$ cat src/rtl/cpu_pipe_pkg.sv
// rtl/cpu_pipe_pkg.sv - shared pipeline widths, PC index and forward-select encoding
package cpu_pipe_pkg;

  localparam int REG_W  = 4;
  localparam int DATA_W = 32;

  localparam logic [REG_W-1:0] REG_PC = 4'd15;

  typedef enum logic [1:0] {
    FWD_RF  = 2'd0,
    FWD_EX  = 2'd1,
    FWD_MEM = 2'd2,
    FWD_WB  = 2'd3
  } fwd_sel_t;

  function automatic logic [1:0] max2(input logic [1:0] x, input logic [1:0] y);
    return (x > y) ? x : y;
  endfunction

endpackage

$ cat src/rtl/fwd_mux.sv
// rtl/fwd_mux.sv - per-operand bypass select, data mux and stall-need report
module fwd_mux
  import cpu_pipe_pkg::*;
(
  input  logic              byp_en,
  input  logic              use_op,
  input  logic [REG_W-1:0]  src,
  input  logic [DATA_W-1:0] port,
  input  logic [REG_W-1:0]  ex_rd,
  input  logic              ex_rfld,
  input  logic              ex_load,
  input  logic [DATA_W-1:0] ex_res,
  input  logic [REG_W-1:0]  mem_rd,
  input  logic              mem_rfld,
  input  logic [DATA_W-1:0] mem_res,
  input  logic [REG_W-1:0]  wb_rd,
  input  logic              wb_rfld,
  input  logic [DATA_W-1:0] wb_res,
  output logic [1:0]        need,
  output logic [DATA_W-1:0] data
);

  logic     src_ok;
  logic     ex_hit;
  logic     mem_hit;
  logic     wb_hit;
  fwd_sel_t sel;

  // The PC index is read straight from the port and never takes part in matching.
  assign src_ok  = use_op && (src != REG_PC);
  assign ex_hit  = src_ok && ex_rfld  && (ex_rd  == src);
  assign mem_hit = src_ok && mem_rfld && (mem_rd == src);
  assign wb_hit  = src_ok && wb_rfld  && (wb_rd  == src);

  always_comb begin
    sel  = FWD_RF;
    need = 2'd0;
    data = port;
    if (byp_en) begin
      if (ex_hit && !ex_load) sel = FWD_EX;
      else if (mem_hit)       sel = FWD_MEM;
      else if (wb_hit)        sel = FWD_WB;
      if (ex_hit && ex_load)  need = 2'd1;
    end else begin
      // Without bypass the stall must cover every stage still ahead of the writer.
      if (ex_hit)       need = 2'd3;
      else if (mem_hit) need = 2'd2;
      else if (wb_hit)  need = 2'd1;
    end
    case (sel)
      FWD_EX:  data = ex_res;
      FWD_MEM: data = mem_res;
      FWD_WB:  data = wb_res;
      default: data = port;
    endcase
  end

endmodule

$ cat src/rtl/id_ex_stage.sv
// rtl/id_ex_stage.sv - ID/EX pipeline register with forwarding and stall control (ID_EX_FWD_EN enables bypass)
module id_ex_stage
  import cpu_pipe_pkg::*;
(
  input  logic              CLK,
  input  logic              RST,
  input  logic [DATA_W-1:0] PA,
  input  logic [DATA_W-1:0] PB,
  input  logic [DATA_W-1:0] PD,
  input  logic [REG_W-1:0]  SA,
  input  logic [REG_W-1:0]  SB,
  input  logic [REG_W-1:0]  SD,
  input  logic              USE_A,
  input  logic              USE_B,
  input  logic              USE_D,
  input  logic [REG_W-1:0]  RD_ID,
  input  logic              RFLD_ID,
  input  logic              MEMRD_ID,
  input  logic              VALID_ID,
  input  logic [DATA_W-1:0] EX_RES,
  input  logic [DATA_W-1:0] MEM_RES,
  input  logic [DATA_W-1:0] WB_RES,
  input  logic [REG_W-1:0]  MEM_RD,
  input  logic [REG_W-1:0]  WB_RD,
  input  logic              MEM_RFLD,
  input  logic              WB_RFLD,
  output logic [DATA_W-1:0] A_EX,
  output logic [DATA_W-1:0] B_EX,
  output logic [DATA_W-1:0] D_EX,
  output logic [REG_W-1:0]  RD_EX,
  output logic              RFLD_EX,
  output logic              MEMRD_EX,
  output logic              VALID_EX,
  output logic              HZPCLD,
  output logic              IFID_LD
);

`ifdef ID_EX_FWD_EN
  localparam logic BYP_EN = 1'b1;
`else
  localparam logic BYP_EN = 1'b0;
`endif

  logic [DATA_W-1:0] a_fwd;
  logic [DATA_W-1:0] b_fwd;
  logic [DATA_W-1:0] d_fwd;
  logic [1:0]        need_a;
  logic [1:0]        need_b;
  logic [1:0]        need_d;
  logic [1:0]        need;
  logic [1:0]        eff;
  logic [1:0]        stall_cnt;
  logic [1:0]        cnt_next;
  logic              stall;

  fwd_mux u_fwd_a (
    .byp_en(BYP_EN), .use_op(USE_A), .src(SA), .port(PA),
    .ex_rd(RD_EX), .ex_rfld(RFLD_EX), .ex_load(MEMRD_EX), .ex_res(EX_RES),
    .mem_rd(MEM_RD), .mem_rfld(MEM_RFLD), .mem_res(MEM_RES),
    .wb_rd(WB_RD), .wb_rfld(WB_RFLD), .wb_res(WB_RES),
    .need(need_a), .data(a_fwd)
  );

  fwd_mux u_fwd_b (
    .byp_en(BYP_EN), .use_op(USE_B), .src(SB), .port(PB),
    .ex_rd(RD_EX), .ex_rfld(RFLD_EX), .ex_load(MEMRD_EX), .ex_res(EX_RES),
    .mem_rd(MEM_RD), .mem_rfld(MEM_RFLD), .mem_res(MEM_RES),
    .wb_rd(WB_RD), .wb_rfld(WB_RFLD), .wb_res(WB_RES),
    .need(need_b), .data(b_fwd)
  );

  fwd_mux u_fwd_d (
    .byp_en(BYP_EN), .use_op(USE_D), .src(SD), .port(PD),
    .ex_rd(RD_EX), .ex_rfld(RFLD_EX), .ex_load(MEMRD_EX), .ex_res(EX_RES),
    .mem_rd(MEM_RD), .mem_rfld(MEM_RFLD), .mem_res(MEM_RES),
    .wb_rd(WB_RD), .wb_rfld(WB_RFLD), .wb_res(WB_RES),
    .need(need_d), .data(d_fwd)
  );

  // A running countdown wins over a fresh match unless the match needs longer.
  always_comb begin
    need     = VALID_ID ? max2(need_a, max2(need_b, need_d)) : 2'd0;
    eff      = max2(stall_cnt, need);
    stall    = (eff != 2'd0);
    cnt_next = stall ? (eff - 2'd1) : 2'd0;
    HZPCLD   = RST || !stall;
    IFID_LD  = RST || !stall;
  end

  always_ff @(posedge CLK or posedge RST) begin
    if (RST) begin
      A_EX      <= '0;
      B_EX      <= '0;
      D_EX      <= '0;
      RD_EX     <= '0;
      RFLD_EX   <= 1'b0;
      MEMRD_EX  <= 1'b0;
      VALID_EX  <= 1'b0;
      stall_cnt <= 2'd0;
    end else begin
      stall_cnt <= cnt_next;
      if (stall) begin
        A_EX     <= '0;
        B_EX     <= '0;
        D_EX     <= '0;
        RD_EX    <= '0;
        RFLD_EX  <= 1'b0;
        MEMRD_EX <= 1'b0;
        VALID_EX <= 1'b0;
      end else begin
        A_EX     <= a_fwd;
        B_EX     <= b_fwd;
        D_EX     <= d_fwd;
        RD_EX    <= RD_ID;
        RFLD_EX  <= RFLD_ID;
        MEMRD_EX <= MEMRD_ID;
        VALID_EX <= VALID_ID;
      end
    end
  end

endmodule

$ cat config.mk
export PLATFORM = sky130hd
export DESIGN_NAME = id_ex_stage
export DESIGN_NICKNAME = d
export VERILOG_FILES = /design/src/rtl/cpu_pipe_pkg.sv /design/src/rtl/fwd_mux.sv /design/src/rtl/id_ex_stage.sv
export SDC_FILE = /design/constraint.sdc
export NUM_CORES = 1
export LEC_CHECK = 0
export BUFFER_PORTS_ARGS = -buffer_cell sky130_fd_sc_hd__buf_2
export CORE_AREA = 3 3 128 130
export DETAILED_ROUTE_END_ITERATION = 10
export DIE_AREA = 0 0 131 133
export PLACE_DENSITY_LB_ADDON = 0.25
export RECOVER_POWER = 50
export SLEW_MARGIN = 20
export SYNTH_ARGS = -nofsm -noshare
export SYNTH_HDL_FRONTEND = slang
export SYNTH_SLANG_ARGS = --single-unit
$ cat constraint.sdc
create_clock -name CLK -period 7.9 [get_ports CLK]
set_input_delay 0.395 -clock CLK [delete_from_list [all_inputs] [get_ports CLK]]
set_output_delay 0.395 -clock CLK [all_outputs]
set_load 0.03 [all_outputs]
* Word-level counts from Yosys, hierarchy flattened
Cells that the tools add are included.
** Storage, ports and cells
- Logic and storage cells :: 69
- Bits of input ports :: 226
- Flip-flop bits (word level) :: 105
** Operators by class
- Order comparisons :: 3
- Add/sub/neg operators :: 1
- Muxes and demuxes :: 21
- Equality and inequality tests :: 12
- Reductions and logical operators :: 24
** Operator list (count)
- 32-bit two-way mux :: 3
- 4-bit == test :: 9
- 2-bit two-way mux :: 11
- 1-bit logical AND :: 21
- 4-bit != test (second input constant) :: 3
- 2-bit greater-than comparator :: 3
- 1-bit two-way mux :: 6
- 4-bit two-way mux :: 1
- 2-bit nonzero test :: 1
- 2-bit by 1-bit subtractor with 2-bit output (second input constant) :: 1
- 1-bit zero test :: 1
- 1-bit logical OR :: 1

* Logic depth before layout (Yosys ltp)
- Depth after elaboration :: 17
- Gate-level depth with buffers :: 25

* By module
From an unflattened synthesis, not the netlist that was laid out.
** Unflattened totals
- Cells, all modules :: 927
- Area total of the unflattened synthesis :: 7568.5 µm²
** Modules (own cells, without submodules)
- id_ex_stage :: area an instance 4055.1 µm², cells each 393, instances 1, sequential area each 2627.5 µm²
- fwd_mux :: area an instance 1171.1 µm², cells each 178, instances 3, sequential area each 0.0 µm²

* Worst setup path before layout
Ideal clock, no wire load.
- Kind :: register to output
- Start point :: reg RD_EX[3]
- End point :: out IFID_LD
- Arrival :: 5.077 ns
- Path buffers :: 3
- Setup slack :: 2.428 ns
- Cell stages (with the launch flop) :: 25
- Path through :: dfrtp_1 -> xor2_1 -> nor3_1 -> nand4_1 -> a21boi_0 -> ha_1 -> nor2_1 -> o22ai_1 -> o21bai_1 -> o21bai_2 -> and2_1 -> ha_1 -> inv_1 -> o22ai_1 -> and3_1 -> o21a_1 -> ha_1 -> inv_1 -> o22ai_1 -> nand2_1 -> and4b_1 -> buf_4 -> buf_6 -> o21ai_0 -> buf_4
** On the way
- Cells in the longest elaborated chain, start to end :: 13
- Elaborated cells between the ends (all ways) :: 19
- Those cells by class :: order compare (3); eq/ne (3); mux (7); reduce/logical (6)
** Ends and longest elaborated chain
- start, declared :: line id_ex_stage.sv:30 : output logic [REG_W-1:0] RD_EX,
- start signal, assigned :: line id_ex_stage.sv:95 : RD_EX <= '0;
- start signal, assigned :: line id_ex_stage.sv:106 : RD_EX <= '0;
- start signal, assigned :: line id_ex_stage.sv:114 : RD_EX <= RD_ID;
- 4-bit == test :: line fwd_mux.sv:31 : assign ex_hit = src_ok && ex_rfld && (ex_rd == src);
- 1-bit logical AND :: line fwd_mux.sv:31
- 2-bit two-way mux :: line fwd_mux.sv:46 : if (ex_hit) need = 2'd3;
- 2-bit greater-than comparator :: line cpu_pipe_pkg.sv:17 : return (x > y) ? x : y;
- 2-bit two-way mux :: line cpu_pipe_pkg.sv:17
- 2-bit greater-than comparator :: line cpu_pipe_pkg.sv:17
- 2-bit two-way mux * :: line cpu_pipe_pkg.sv:17
- 2-bit two-way mux * :: line id_ex_stage.sv:82 : need = VALID_ID ? max2(need_a, max2(need_b, need_d)) : 2'd0;
- 2-bit greater-than comparator :: line cpu_pipe_pkg.sv:17
- 2-bit two-way mux * :: line cpu_pipe_pkg.sv:17
- 2-bit nonzero test * :: line id_ex_stage.sv:84 : stall = (eff != 2'd0);
- 1-bit zero test *
- 1-bit logical OR *
- end, declared :: line id_ex_stage.sv:35 : output logic IFID_LD
Mark *: on every way between the ends. The rest lies on a longest branch, timed or not.

* Worst setup path in the final report
- Start point :: reg RD_EX[3]
- End point :: out IFID_LD
** On the way
- Cells in the longest elaborated chain, start to end :: 13
- Elaborated cells between the ends (all ways) :: 19
- Those cells by class :: order compare (3); eq/ne (3); mux (7); reduce/logical (6)
** Ends and longest elaborated chain
- 4-bit == test :: line fwd_mux.sv:31
- 1-bit logical AND :: line fwd_mux.sv:31
- 2-bit two-way mux :: line fwd_mux.sv:46
- 2-bit greater-than comparator :: line cpu_pipe_pkg.sv:17
- 2-bit two-way mux :: line cpu_pipe_pkg.sv:17
- 2-bit greater-than comparator :: line cpu_pipe_pkg.sv:17
- 2-bit two-way mux * :: line cpu_pipe_pkg.sv:17
- 2-bit two-way mux * :: line id_ex_stage.sv:82
- 2-bit greater-than comparator :: line cpu_pipe_pkg.sv:17
- 2-bit two-way mux * :: line cpu_pipe_pkg.sv:17
- 2-bit nonzero test * :: line id_ex_stage.sv:84
- 1-bit zero test * :: line id_ex_stage.sv:87 : IFID_LD = RST || !stall;
- 1-bit logical OR * :: line id_ex_stage.sv:87
Marked as above.

==> results.toml <==
[layout]
fillerInstances = 1540
layout.nets = 800
drive_gt1_share_pct = 29.3
seq_area_um2 = 2630
multi_input_area_um2 = 1620
diodes = 0
syn_to_final_growth_pct = 33.1

[setup_path]
reg2reg_from = "RD_EX[3]$_DFF_PP0_"
required_ps = 7510
cp_max_fo = 44
cp-end-kind = "output port"
startpoint_type = "flip-flop"
crit_type = "reg2out"
crit_start = "RD_EX[3]$_DFF_PP0_"
worstPathArrival_ps = 5570

[run]
max_cap_violations = 2

[logic_synthesis]
synth_area_um2 = 4440
synth_cells = 340
synth.top_cell.area_share_pct = 59.1
synth_edf_count = 0
synthTopCellsByCount = "dfrtp_1 (105), nor3b_1 (93), xor2_1 (24), xnor2_1 (12)"
ys_types = 37
syn_nets = 575
yosysWarnings = 0
synth_area_leader_cell = "dfrtp_1"
synth_ff_type = "dfrtp_1"
synth-seq-cells = 105
async_flop_share_pct = 100
yosysMostFrequentCell = "dfrtp_1"
avgSynthCellArea_um2 = 13.1
synth.area.top_cells = "dfrtp_1 (59%), nor3b_1 (16%), xor2_1 (4.7%), nor3b_2 (2.8%), ha_1 (2.5%)"
seq_area_frac_synth_pct = 59.1

[power_and_ir_drop]
switchingPower_mw = 0.522
p_int_mw = 0.972
p_per_area_nw_per_um2 = 253
p_leak_nw = 2.63
total_power_mw = 1.49
combPwrFrac_pct = 27.3
netSwitchingFraction_pct = 34.9
ir_drop_mv = 0.147
power_frac_seq_pct = 42.6
clkPwrFrac_pct = 30.1

[cts]
clock_latency_ps = 350
tritoncts = "done"
cts.sinks = 105
path_clk_slew_ps = 70
numCtsBuffers = 9
htreeDepth = 3
post_cts_buffers = 0
cts_buffer_depth = 2
ctsResizeCount = 0
cts_root_buf = "clkbuf_16"
hold_buffers = 0

[drt]
drtAntennaViolNets = 0
remaining_drc_errors = 0
first_pass_iters = 6
vias = 3426
finalWirelength_mm = 11.8
wl_per_cell_um = 15.2
vias_per_cell = 4.39
drtIter0Drc = 119

[global_routing]
grt_pass1_vias = 3608
grt_use_total_pct = 13.3
grt_pass1_wl_mm = 18.1
grt-ovfl-total = 0
grt_max_degree = 69
antenna_found_initial = 1

[sta]
maxSlewViolCount = 109
worstMarginPinSlew_ps = 3510
post-route-min-period_ps = 5970
setup_viol = 0
rsz0062_at_grt = "false"
hold_viol = 0
slew-limit-headroom_pct = -134
skew_ps = 11.0
tns_ps = 0
max_freq_mhz = 168
finalCritPeriodShare_pct = 75.6

[outcome]
status = "finished, violations left"
violations = "max-capacitance violations, max-slew violations"

[die]
io_pins = 331
initial_utilization_pct = 29.1
die_w_um = 131
rows = 45
die-area_um2 = 17400
core-area_um2 = 15300
die_y_um = 133

[placement]
hpwl_mm = 8.60
port-buffer-count = 234
place_congestion = 0.882

[hold_path]
hold_start = "PD[27]"
hold_class = "in2reg"
==> metrics by stage <==
stage               area [um^2]  cells  util, %  hold WS (ps)  setup WS [ps]
detailed placement         5750    765     37.7           465           2130
CTS                        6050    781     39.7          75.8           1890
global placement           5750    765     37.7           465           2230
floorplan                  4440    340        -           555           2430
global route               5920    781     38.8           276           1460
finish                     5920    781     38.8           292           1930
==> path summary, 6_finish.rpt <==
path	to	slack [ps]	cells after the start
max	IFID_LD	1930	22
min	D_EX[27]$_DFF_PP0_	290	2
max reg2reg	stall_cnt[0]$_DFF_PP0_	2260	22
min reg2reg	stall_cnt[0]$_DFF_PP0_	670	3
max in group asynchronous	B_EX[9]$_DFF_PP0_	3490	3
min in group asynchronous	A_EX[3]$_DFF_PP0_	440	2
==> sequential cells by signal, summed over array words and instances (netlist names) <==
signal     cells
D_EX          32
RD_EX          4
RFLD_EX        1
B_EX          32
A_EX          32
MEMRD_EX       1
VALID_EX       1
stall_cnt      2
==> logic make-up (layout without fill, tap and decap cells) <==
kind of cell	after synthesis	count (layout)	share of synthesized area, %
and+or+nand+nor	140	140	23.7
DFF	105	105	59.1
xor gates and xnor gates	36	36	7.10
buffers and inverters	34	264	4.56
AOI/OAI and AO/OA	16	16	2.93
adders and majority gates	9	9	2.53
==> per-layer routing <==
layer / up-vias / wire [um] / GRT usage, %
met5: - / 7 / 0
met4: 2 / 252 / 4.91
met3: 22 / 1070 / 5.49
met2: 158 / 5780 / 22.4
met1: 1627 / 4730 / 14.8
li1: 1617 / - / -
==> worst max-delay path: stages, from the launching register on <==
cell and delay [ps]:
dfrtp_1 460, xor2_1 190, nor3_1 190, nand4_1 160, a21boi_0 190, ha_1 320
nor2_1 110, o22ai_1 80, o21bai_1 160, o21bai_2 200, and2_1 150, ha_1 260
inv_1 30, o22ai_1 380, nor2_1 80, o21a_1 210, ha_1 270, inv_1 40
o22ai_1 220, nand2_1 160, and4b_4 740, o21ai_0 310, buf_2 310
==> final cells by class <==
cell class / instances / area share, %
clock buffers: 9 / 3.81
inverters: 10 / 0.656
well taps: 211 / 4.46
flip-flops and latches: 105 / 44.4
clock inverters: 7 / 1.29
repair buffers: 238 / 18.0
multi-input cells: 201 / 27.3
==> power groups by stage <==
stage / Combinational [mW] / Sequential [mW] / Clock (mW)
3_5_place_dp: 0.436 / 0.645 / 0
2_1_floorplan: 0.138 / 0.801 / 0
6_report: 0.408 / 0.637 / 0.449
5_1_grt: 0.442 / 0.646 / 0.487
4_1_cts: 0.437 / 0.635 / 0.470
3_3_place_gp: 0.430 / 0.644 / 0
==> layout by cell type (no fill, tap or decap), drive strengths merged, types with 4 or more instances in the layout <==
master / count
clkbuf: 114
buf: 133
nor3b: 103
inv: 11
xor2: 24
nor2: 9
nand2: 4
nor3: 4
xnor2: 12
dfrtp: 105
nor4: 5
nand4: 8
ha: 9
Note: power is estimated with default switching activity, not from simulation.
